$ cat src/rtl/trap_unit.sv
// trap_unit -- machine-mode trap and CSR unit for the single-cycle RV32I core.
//
// Owns mstatus/mie/mtvec/mepc/mcause/mtval/mip, executes Zicsr instructions,
// and redirects the PC on trap entry (interrupt, illegal, ecall, ebreak) and
// on mret. All outputs are combinational from inputs and state and are
// forced to 0 while step_en is low. Architectural state only updates on a
// retiring cycle. The ext_int synchroniser and pending latch run every cycle.
//
// Ports:
//   clk, rst        core clock, synchronous active-high reset
//   step_en         an instruction retires this cycle
//   pc, inst        current instruction address and word
//   ill_inst, ecall, mret   decoder flags (ecall also covers ebreak)
//   rs1_data        register-file rs1 read data (Zicsr source)
//   ext_int         asynchronous level external interrupt
//   trap_redirect   take trap_pc as next PC
//   trap_pc         redirect target
//   kill_wb         suppress register/memory writeback of this instruction
//   csr_rd_we       write csr_rdata to rd
//   csr_rdata       old CSR value
//   int_pending     latched external interrupt pending
module trap_unit #(
  parameter logic [31:0] MTVEC_RESET = 32'h0000_0000,
  parameter int          SYNC_STAGES = 2
) (
  input  logic        clk,
  input  logic        rst,
  input  logic        step_en,
  input  logic [31:0] pc,
  input  logic [31:0] inst,
  input  logic        ill_inst,
  input  logic        ecall,
  input  logic        mret,
  input  logic [31:0] rs1_data,
  input  logic        ext_int,
  output logic        trap_redirect,
  output logic [31:0] trap_pc,
  output logic        kill_wb,
  output logic        csr_rd_we,
  output logic [31:0] csr_rdata,
  output logic        int_pending
);

  // Fewer than two flops is not a safe synchroniser; clamp.
  localparam int SS = (SYNC_STAGES < 2) ? 2 : SYNC_STAGES;

  localparam logic [11:0] A_MSTATUS = 12'h300;
  localparam logic [11:0] A_MIE     = 12'h304;
  localparam logic [11:0] A_MTVEC   = 12'h305;
  localparam logic [11:0] A_MEPC    = 12'h341;
  localparam logic [11:0] A_MCAUSE  = 12'h342;
  localparam logic [11:0] A_MTVAL   = 12'h343;
  localparam logic [11:0] A_MIP     = 12'h344;

  // Interrupt synchroniser and pending latch
  logic [SS-1:0] sync_q;
  logic          sync_prev_q;
  logic          pend_q, pend_d;

  // CSR state (low two bits of mtvec/mepc are hard-wired zero, not stored)
  logic          mie_q, mie_d;     // mstatus.MIE
  logic          mpie_q, mpie_d;   // mstatus.MPIE
  logic          meie_q, meie_d;   // mie.MEIE
  logic [31:2]   mtvec_q, mtvec_d;
  logic [31:2]   mepc_q, mepc_d;
  logic [31:0]   mcause_q, mcause_d;
  logic [31:0]   mtval_q, mtval_d;

  // Instruction fields
  logic [11:0] csr_addr;
  logic [4:0]  zimm;
  logic [2:0]  funct3;
  logic [4:0]  rd;
  assign csr_addr = inst[31:20];
  assign zimm     = inst[19:15];
  assign funct3   = inst[14:12];
  assign rd       = inst[11:7];

  logic is_csr, eff_ill, take_int, trap, do_mret, csr_we;
  logic [31:0] csr_old, csr_src, csr_wdata, cause, tval;

  assign is_csr  = (inst[6:0] == 7'b1110011) && (funct3 != 3'b000) && (funct3 != 3'b100);
  // The decoder flags Zicsr as illegal; this unit executes them instead.
  assign eff_ill = ill_inst && !is_csr;

  assign take_int = pend_q && mie_q && meie_q;
  assign trap     = step_en && (take_int || eff_ill || ecall);
  assign do_mret  = step_en && mret && !trap;
  // Set/clear with a zero source field is a pure read.
  assign csr_we   = step_en && is_csr && !(funct3[1] && (zimm == 5'd0));

  assign csr_src = funct3[2] ? {27'd0, zimm} : rs1_data;

  always_comb begin
    csr_old = 32'd0;
    case (csr_addr)
      A_MSTATUS: csr_old = {19'd0, 2'b11, 3'd0, mpie_q, 3'd0, mie_q, 3'd0};
      A_MIE:     csr_old = {20'd0, meie_q, 11'd0};
      A_MTVEC:   csr_old = {mtvec_q, 2'b00};
      A_MEPC:    csr_old = {mepc_q, 2'b00};
      A_MCAUSE:  csr_old = mcause_q;
      A_MTVAL:   csr_old = mtval_q;
      A_MIP:     csr_old = {20'd0, pend_q, 11'd0};
      default:   csr_old = 32'd0;
    endcase
  end

  always_comb begin
    csr_wdata = csr_src;
    case (funct3[1:0])
      2'b10:   csr_wdata = csr_old | csr_src;
      2'b11:   csr_wdata = csr_old & ~csr_src;
      default: csr_wdata = csr_src;
    endcase
  end

  // Trap cause in priority order
  always_comb begin
    cause = 32'd3;
    tval  = pc;
    if (take_int) begin
      cause = 32'h8000_000B;
      tval  = 32'd0;
    end else if (eff_ill) begin
      cause = 32'd2;
      tval  = inst;
    end else if (!inst[20]) begin
      cause = 32'd11;
      tval  = 32'd0;
    end
  end

  // Next CSR state; a trapped instruction's CSR write is dropped.
  always_comb begin
    mie_d    = mie_q;
    mpie_d   = mpie_q;
    meie_d   = meie_q;
    mtvec_d  = mtvec_q;
    mepc_d   = mepc_q;
    mcause_d = mcause_q;
    mtval_d  = mtval_q;
    if (trap) begin
      mepc_d   = pc[31:2];
      mpie_d   = mie_q;
      mie_d    = 1'b0;
      mcause_d = cause;
      mtval_d  = tval;
    end else if (do_mret) begin
      mie_d  = mpie_q;
      mpie_d = 1'b1;
    end else if (csr_we) begin
      case (csr_addr)
        A_MSTATUS: begin
          mie_d  = csr_wdata[3];
          mpie_d = csr_wdata[7];
        end
        A_MIE:    meie_d   = csr_wdata[11];
        A_MTVEC:  mtvec_d  = csr_wdata[31:2];
        A_MEPC:   mepc_d   = csr_wdata[31:2];
        A_MCAUSE: mcause_d = csr_wdata;
        A_MTVAL:  mtval_d  = csr_wdata;
        default:  ;
      endcase
    end
  end

  // A new synchronised rising edge wins over the clear from taking the interrupt.
  assign pend_d = (sync_q[SS-1] && !sync_prev_q) || (pend_q && !(step_en && take_int));

  always_ff @(posedge clk) begin
    if (rst) begin
      sync_q      <= '0;
      sync_prev_q <= 1'b0;
      pend_q      <= 1'b0;
      mie_q       <= 1'b0;
      mpie_q      <= 1'b0;
      meie_q      <= 1'b0;
      mtvec_q     <= MTVEC_RESET[31:2];
      mepc_q      <= '0;
      mcause_q    <= '0;
      mtval_q     <= '0;
    end else begin
      sync_q      <= {sync_q[SS-2:0], ext_int};
      sync_prev_q <= sync_q[SS-1];
      pend_q      <= pend_d;
      // Gated state already holds its value when step_en is low.
      mie_q       <= mie_d;
      mpie_q      <= mpie_d;
      meie_q      <= meie_d;
      mtvec_q     <= mtvec_d;
      mepc_q      <= mepc_d;
      mcause_q    <= mcause_d;
      mtval_q     <= mtval_d;
    end
  end

  assign trap_redirect = trap || do_mret;
  assign trap_pc       = trap    ? {mtvec_q, 2'b00} :
                         do_mret ? {mepc_q, 2'b00}  : 32'd0;
  assign kill_wb       = trap;
  assign csr_rd_we     = step_en && is_csr && (rd != 5'd0) && !trap;
  assign csr_rdata     = (step_en && is_csr) ? csr_old : 32'd0;
  assign int_pending   = step_en && pend_q;

endmodule

$ cat config.mk
export PLATFORM = sky130hd
export DESIGN_NAME = trap_unit
export DESIGN_NICKNAME = d
export VERILOG_FILES = /design/src/rtl/trap_unit.sv
export SDC_FILE = /design/constraint.sdc
export NUM_CORES = 1
export LEC_CHECK = 0
export BUFFER_PORTS_ARGS = -buffer_cell sky130_fd_sc_hd__buf_4
export CAP_MARGIN = 20
export CORE_MARGIN = 2
export CORE_UTILIZATION = 45
export CTS_CLUSTER_SIZE = 40
export DETAILED_ROUTE_END_ITERATION = 6
export PLACE_DENSITY = 0.67
export SYNTH_ARGS = -nofsm -noshare
export SYNTH_HDL_FRONTEND = slang
export SYNTH_SLANG_ARGS = --single-unit
$ cat constraint.sdc
create_clock -name clk -period 6 [get_ports clk]
set_input_delay 1.5 -clock clk [delete_from_list [all_inputs] [get_ports clk]]
set_output_delay 1.5 -clock clk [all_outputs]
set_load 0.02 [all_outputs]
Yosys cells after proc, flatten, opt, wreduce, memory -nomap -nowiden
Cells that the tools add are included.
{"block": "classes", "bitwise": 5, "mux": 31, "n_eq_ne": 12, "n_reduce_logical": 45}
{"op": "32-bit two-way mux", "n": 16}
{"op": "32-bit one-hot mux with 7 select lines", "n": 1}
{"op": "30-bit two-way mux", "n": 4}
{"op": "12-bit by 10-bit == test with 1-bit output (second input constant)", "n": 7}
{"op": "32-bit one-hot mux with 2 select lines", "n": 1}
{"op": "32-bit AND", "n": 1}
{"op": "32-bit NOT", "n": 1}
{"op": "32-bit bitwise OR", "n": 1}
{"op": "1-bit logical AND", "n": 17}
{"op": "2-bit nonzero test", "n": 6}
{"op": "3-bit AND reduction", "n": 3}
{"op": "3-bit nonzero test", "n": 3}
{"op": "4-bit two-way mux", "n": 2}
{"op": "4-bit AND reduction", "n": 2}
{"op": "7-bit == test (second input constant)", "n": 1}
{"op": "1-bit two-way mux", "n": 7}
{"op": "1-bit logical NOT", "n": 5}
{"op": "5-bit logical NOT", "n": 1}
{"op": "5-bit nonzero test", "n": 1}
{"op": "2-bit == test (second input constant)", "n": 2}
{"op": "1-bit logical OR", "n": 4}
{"op": "2-bit AND reduction", "n": 2}
{"op": "3-bit inequality test (second input constant)", "n": 1}
{"op": "2-bit inequality test (second input constant)", "n": 1}
{"op": "2 further kinds", "n": 3}
{"block": "word_totals", "elab_cells": 103, "input_bits": 103, "out_inout_bits": 68, "regBits": 131}

Logic depth before layout (Yosys ltp)
Gate-level depths: netlist (run 1).
{"block": "depth", "depth_word": 12, "ltp_mapped": 11, "mapped_depth_nobuf": 7}

Worst setup path after synthesis (run 1)
OpenSTA, ideal clock, no wires.
{"block": "synth_timing", "kind": "in2out", "from": "input inst[23]", "to": "output csr_rdata[19]", "t_arrival_ps": 3541, "stages": 10, "setup_slack_ps": 959, "required_time_ps": 4500, "path_buffers": 4, "path_cell_list": "clkbuf_1 -> or3b_2 -> clkbuf_1 -> nor3_4 -> buf_4 -> clkbuf_1 -> nand2_1 -> a21oi_1 -> a21oi_1 -> nor2_1"}
{"block": "synth_via", "elab_chain_len": 3, "elab_cells_between_ends": 9, "cone_classes": "7 x eq/ne; 2 x mux"}
{"item": "start: declaration", "line": "30", "rtl": "input logic [31:0] inst,"}
{"item": "12-bit by 10-bit == test with 1-bit output", "line": "96", "rtl": "case (csr_addr)"}
{"item": "32-bit one-hot mux with 7 select lines *", "line": "96"}
{"item": "32-bit two-way mux *", "line": "202", "rtl": "assign csr_rdata = (step_en && is_csr) ? csr_old : 32'd0;"}
{"item": "end: declaration", "line": "40", "rtl": "output logic [31:0] csr_rdata,"}
Every way passes the cells marked *; elsewhere a longest branch is shown, timed or not.

Worst setup path in the final report (run 1)
{"block": "layout_timing", "from": "input inst[2]", "to": "output trap_pc[30]"}
{"block": "layout_via", "elab_chain_len": 12}
{"item": "7-bit == test *", "line": "82", "rtl": "assign is_csr = (inst[6:0] == 7'b1110011) && (funct3 != 3'b000) && (funct3 != 3'b100);"}
{"item": "1-bit logical AND * (2 in series)", "line": "82"}
{"item": "1-bit logical NOT *", "line": "84", "rtl": "assign eff_ill = ill_inst && !is_csr;"}
{"item": "1-bit logical AND *", "line": "84"}
{"item": "1-bit logical OR * (2 in series)", "line": "87", "rtl": "assign trap = step_en && (take_int || eff_ill || ecall);"}
{"item": "1-bit logical AND *", "line": "87"}
{"item": "1-bit logical NOT", "line": "88", "rtl": "assign do_mret = step_en && mret && !trap;"}
{"item": "1-bit logical AND", "line": "88"}
{"item": "32-bit two-way mux", "line": "199", "rtl": "do_mret ? {mepc_q, 2'b00} : 32'd0;"}
{"item": "32-bit two-way mux *", "line": "198", "rtl": "assign trap_pc = trap ? {mtvec_q, 2'b00} :"}
{"item": "end: declaration", "line": "37", "rtl": "output logic [31:0] trap_pc,"}
Marks and branches as above.

==> results of run 1 <==
-- cells in the final DEF (no fill, tap or decap), drive strengths merged, types with 5 or more instances in the layout --
master,n
a211o,14
a211oi,42
a21boi,15
a21o,12
a21oi,94
a221oi,6
a222oi,9
a22o,39
a22oi,25
a31oi,28
and3,22
buf,202
clkbuf,19
clkinv,7
dfxtp,131
inv,6
mux2,6
mux2i,24
nand2,134
nand3,36
nand3b,31
nand4,8
nor2,117
nor2b,29
nor3,22
nor4,9
nor4b,5
o211ai,19
o21a,14
o21ai,67
o221ai,15
or3b,5
or4,18
-- cell families after synthesis --
group	Yosys count	share of synthesized area
buf+inv	126	0.0667
compound gates	433	0.346
mux	30	0.0341
simple gates	461	0.262
flops	131	0.291
other cells	1	0.000416
-- registers in the layout (all words and copies together), names as in the netlist --
register and cells:
mcause_q 32, meie_q 1, mepc_q 30, mie_q 1, mpie_q 1, mtval_q 32, mtvec_q 30, pend_q 1
sync_prev_q 1, sync_q 2
-- routing by layer --
| layer | GRT usage | up-vias | part of all wire |
|---|---|---|---|
| li1 | - | 4660 | - |
| met1 | 0.446 | 4828 | 0.42 |
| met2 | 0.499 | 690 | 0.44 |
| met3 | 0.0784 | 88 | 0.11 |
| met4 | 0.125 | 0 | 0.029 |
| met5 | 0 | - | 0 |
-- final cells by class --
class	count	area (sq um)
fillers	1873	8650
diodes	1	2.50
well taps	265	332
clock buffers	19	443
repair buffers	202	1530
inverters	6	22.5
clock inverters	13	136
flip-flops and latches	131	2620
multi-input cells	926	5850
-- report_power, final --
part           total (uW)  switching (uW)  internal, uW  leakage, uW
Sequential            930            27.5           903      0.00107
Combinational         368             232           136      0.00252
Clock                1050             433           620     0.000275
Total                2350             692          1660      0.00386
-- per-stage QoR --
| step | total power, uW | util | worst slack (ns) | cell area (sq um) |
|---|---|---|---|---|
| 3_5_place_dp | 1300 | 0.529 | 0.902 | 10400 |
| 2_1_floorplan | 1150 | - | 0.959 | 9030 |
| 6_report | 2350 | 0.558 | 0.830 | 10900 |
| 3_3_place_gp | 1300 | 0.529 | 0.898 | 10400 |
| 5_1_grt | 2420 | 0.558 | 0.669 | 10900 |
| 4_1_cts | 2330 | 0.558 | 0.884 | 10900 |
-- Yosys cell counts (17+ instances only) --
cell type,count
a211oi_1,24
a211oi_2,18
a21oi_1,94
a22o_1,39
a22oi_1,25
a31oi_1,25
and3_1,22
clkbuf_1,81
dfxtp_1,131
mux2i_1,24
nand2_1,134
nand3_1,36
nand3b_1,31
nor2_1,117
nor2b_1,29
nor3_1,18
o211ai_1,19
o21ai_0,67
or4_1,17
-- worst max-delay path, cell delays in order --
cell,delay [ns]
buf_4,0.12
or4b_1,0.51
nor4_1,0.43
or3_2,0.23
inv_1,0.10
buf_4,0.31
a22o_1,0.30
buf_4,0.15
-- how the worst max path moves through the flow --
| stage | slack [ns] | end |
|---|---|---|
| 4_1_cts | 0.88 | csr_rdata[31] |
| 5_1_grt | 0.67 | trap_pc[27] |
| 3_5_place_dp | 0.90 | csr_rdata[31] |
| 2_1_floorplan | 0.96 | csr_rdata[19] |
| 6_report | 0.83 | trap_pc[30] |
| 3_3_place_gp | 0.90 | csr_rdata[31] |
==> results_dict.tcl, run 1 <==
set metrics [dict create \
    synth_area_leaders "dfxtp_1, nand2_1, a21oi_1, nor2_1, a22o_1" \
    die-area_sq_mm 0.0212 \
    antenna_left 0 \
    cts_resized 0 \
    min_path_cells 1 \
    cp_data_required_time_ns 4.50 \
    synth_top_cell_by_area "dfxtp_1" \
    overflow 0 \
    arrival_ns 3.67 \
    cts_max_level 4 \
    ioPinCount 171 \
    drive_gt1_frac 0.224 \
    worst-path-max-fanout 31 \
    endpoint_kind "output pin" \
    worstSetupPathType "input pin to output pin" \
    die_w_um 146 \
    relSlewSlack 0.266 \
    start_util 0.461 \
    cts_tree "built" \
    synth_cell_type_count 75 \
    rsz0062_at_grt "no" \
    min_from "sync_q[0]$_SDFF_PP0_" \
    antenna_found_initial 0 \
    yosysWarnings 0 \
    syn_area_sq_mm 0.00902 \
    stdcell_count 1563 \
    cts_setup_buffers 0 \
    peakVddDrop_mv 0.204 \
    holdPathEnd "sync_q[1]$_SDFF_PP0_" \
    slew_violations 0 \
    reg2reg_slack_ns 2.55 \
    synthArstFlopShare 0 \
    cp-start-kind "input pin" \
    gp_congestion 0.900 \
    cts.clk_slew.worst_paths_ns 0.06 \
    synthCells 1182 \
    cts_buffers 17 \
    setup_tns_ns 0 \
    cts_sinks 131 \
    tightest_slew_ns 1.10 \
    power.density_mw_per_mm2 215 \
    synth-edff-count 0 \
    hold_path_class "flip-flop to flip-flop" \
    viasPerCell 6.57 \
    grt_max_degree 70 \
    syn2layout_area_growth_pct 21.2 \
    hold_viol_final 0 \
    whs_ns 0.440 \
    clockBufferDepth 2 \
    drc 0 \
    final.min_clock_period_ns 5.17 \
    r2r-start "mie_q$_SDFFE_PP0P_" \
    finalSetupViolations 0 \
    maxCapViolCount 0 \
    dp.cells 1530 \
    rr_endpoint "mtval_q[0]$_SDFFE_PP0P_" \
    port_buffers 168 \
    wl_um 36000 \
    syn_area_per_cell_sq_um 7.64 \
    vias 10300 \
    fin_worst_skew_ns 0.00721 \
    final_nets 1387 \
    clockRootBuffer "clkbuf_16" \
    core_sq_mm 0.0196 \
    avgRoutedWirePerCell_um 23.0 \
    status "complete, no violations" \
    ys_seq_area_frac 0.291 \
    max_freq_mhz 193 \
    drt-initial-drc-count 1041 \
    fp-row-count 51 \
    worstSkewPairLatency_ns 0.44 \
    synth_seq_cells 131 \
    place_hpwl_um 23400 \
    firstDrtPassIters 7 \
    first_global_vias 9490 \
    p_leak_uw 0.00386 \
    synth_top_flop_cell "dfxtp_1" \
    chipHeight_um 146 \
    grt_pass1_wl_um 54800 \
    fin_crit_sh 0.862 \
    crit_path_start "inst[2]" \
    hold_buffers 0 \
    track_usage 0.327 \
    reg2regPathDepth 10 \
    netlist.area_leader.share 0.291 \
]
(Power assumes the default switching activity.)
==> run 2, diff against run 1 <==
--- a/config.mk
+++ b/config.mk
@@ -11,7 +11,7 @@
 export CORE_UTILIZATION = 45
 export CTS_CLUSTER_SIZE = 40
 export DETAILED_ROUTE_END_ITERATION = 6
-export PLACE_DENSITY = 0.67
+export PLACE_DENSITY = 0.63
 export SYNTH_ARGS = -nofsm -noshare
 export SYNTH_HDL_FRONTEND = slang
 export SYNTH_SLANG_ARGS = --single-unit
==> results_dict.tcl, run 2 (synthesis results as in run 1) <==
set metrics [dict create \
    wl_um 36800 \
    die_w_um 146 \
    fin_worst_skew_ns 0.0115 \
    cp-start-kind "input pin" \
    port_buffers 168 \
    gp_congestion 0.896 \
    cp_slowest_cell "or4b_1" \
    worst-path-max-fanout 29 \
    start_util 0.461 \
    worstSkewPairLatency_ns 0.44 \
    fin_crit_sh 0.882 \
    hold_viol_final 0 \
    place_hpwl_um 23400 \
    wl_met1_um 15300 \
    arrival_ns 3.79 \
    antenna_left 0 \
    maxCapViolCount 0 \
    setup_tns_ns 0 \
    cp.depth 8 \
    path_cells "buf_4, or4b_1, nor4_1, or3_2, inv_1, buf_4, a22o_1, buf_4" \
    worstSetupPathType "input pin to output pin" \
    syn2layout_area_growth_pct 21.7 \
    cts_sinks 131 \
    chipHeight_um 146 \
    status "complete, no violations" \
    max_freq_mhz 189 \
    cts_resized 0 \
    cts_max_level 4 \
    avgRoutedWirePerCell_um 23.5 \
    track_usage 0.338 \
    grt_max_degree 70 \
    slew_violations 0 \
    cts_setup_buffers 0 \
    min_path_cells 1 \
    diodes 0 \
    antenna_found_initial 0 \
    first_global_vias 9703 \
    tightest_slew_ns 1.14 \
    reg2regPathDepth 10 \
    grt_pass1_wl_um 56600 \
    path_delay_family "simple AND/OR/NAND/NOR gates" \
    highest_layer "met4" \
    pre_cts_slack_ns 0.773 \
    cp_slowest_stage_delay_ns 0.46 \
    cts_buffers 17 \
    endpoint_kind "output pin" \
    hold_path_class "flip-flop to flip-flop" \
    top_regs "mcause_q (32), mtval_q (32)" \
    core_sq_mm 0.0196 \
    rsz0062_at_grt "no" \
    clockRootBuffer "clkbuf_16" \
    setup_ws_ns 0.708 \
    overflow 0 \
    cts.clk_slew.worst_paths_ns 0.06 \
    cts_tree "built" \
    clockBufferDepth 2 \
    finalSetupViolations 0 \
    mostFrequentLayoutCells "buf_4, nand2_1, dfxtp_1, nor2_1, a21oi_1" \
    cp_data_required_time_ns 4.50 \
    crit_top_cell "buf_4" \
    final_common_cell "buf_4" \
    route.met2.wl_um 16100 \
    hold_buffers 0 \
    drive_gt1_frac 0.222 \
    peakVddDrop_mv 0.214 \
    fp-row-count 51 \
    crit_buf_inv 4 \
    power.density_mw_per_mm2 221 \
    p_leak_uw 0.00389 \
    firstDrtPassIters 6 \
    viasPerCell 6.58 \
    dr_wl_met3_um 4360 \
    final_nets 1388 \
    final.min_clock_period_ns 5.29 \
    relSlewSlack 0.240 \
    drc 0 \
    fillers 1909 \
    whs_ns 0.436 \
    ioPinCount 171 \
    drt-initial-drc-count 1117 \
    die-area_sq_mm 0.0212 \
    vias 10300 \
]
## run 2: cell types whose count changed in the layout (fill, tap and decap cells not counted)
cell and delta:
bufinv_16 +2, buf_4 +1, clkinvlp_4 -2, clkinv_2 -2
clkbuf_8 +1, clkbuf_1 +2, clkinv_4 -2, diode_2 -1
## run 2: area by class of cell
class / count / area (sq um) / share of cell area
Multi-Input combinational cell: 926 / 5850 / 0.533
Sequential cell: 131 / 2620 / 0.239
Timing Repair Buffer: 203 / 1540 / 0.140
Clock buffer: 22 / 464 / 0.0423
Tap cell: 265 / 332 / 0.0302
Clock inverter: 9 / 154 / 0.0140
Inverter: 6 / 22.5 / 0.00205
## run 2: through the flow
stage               utilization  power (uW)  instance area (sq um)  std cells
detailed placement        0.528        1300                  10300       1530
global route              0.561        2490                  11000       1562
floorplan                     -        1150                   9030       1183
global placement          0.528        1300                  10300       1530
CTS                       0.560        2410                  11000       1561
finish                    0.561        2430                  11000       1562
## run 2: report_power, final
group	leakage (uW)	total (uW)	switching (uW)	internal, uW
Combinational	0.00252	371	235	137
Clock	0.000296	1130	412	714
Sequential	0.00107	928	25.3	903
## run 2: final timing paths
path	startpoint	endpoint	slack, ns
max	ecall	trap_pc[11]	0.71
min	sync_q[0]$_SDFF_PP0_	sync_q[1]$_SDFF_PP0_	0.44
max reg2reg	pend_q$_SDFF_PP0_	mtval_q[0]$_SDFFE_PP0P_	2.53
min reg2reg	sync_q[0]$_SDFF_PP0_	sync_q[1]$_SDFF_PP0_	0.44
## run 2: per-layer routing
layer | track usage | vias up
met5 | 0 | -
li1 | - | 4660
met4 | 0.123 | 0
met3 | 0.0740 | 93
met1 | 0.473 | 4838
met2 | 0.511 | 684
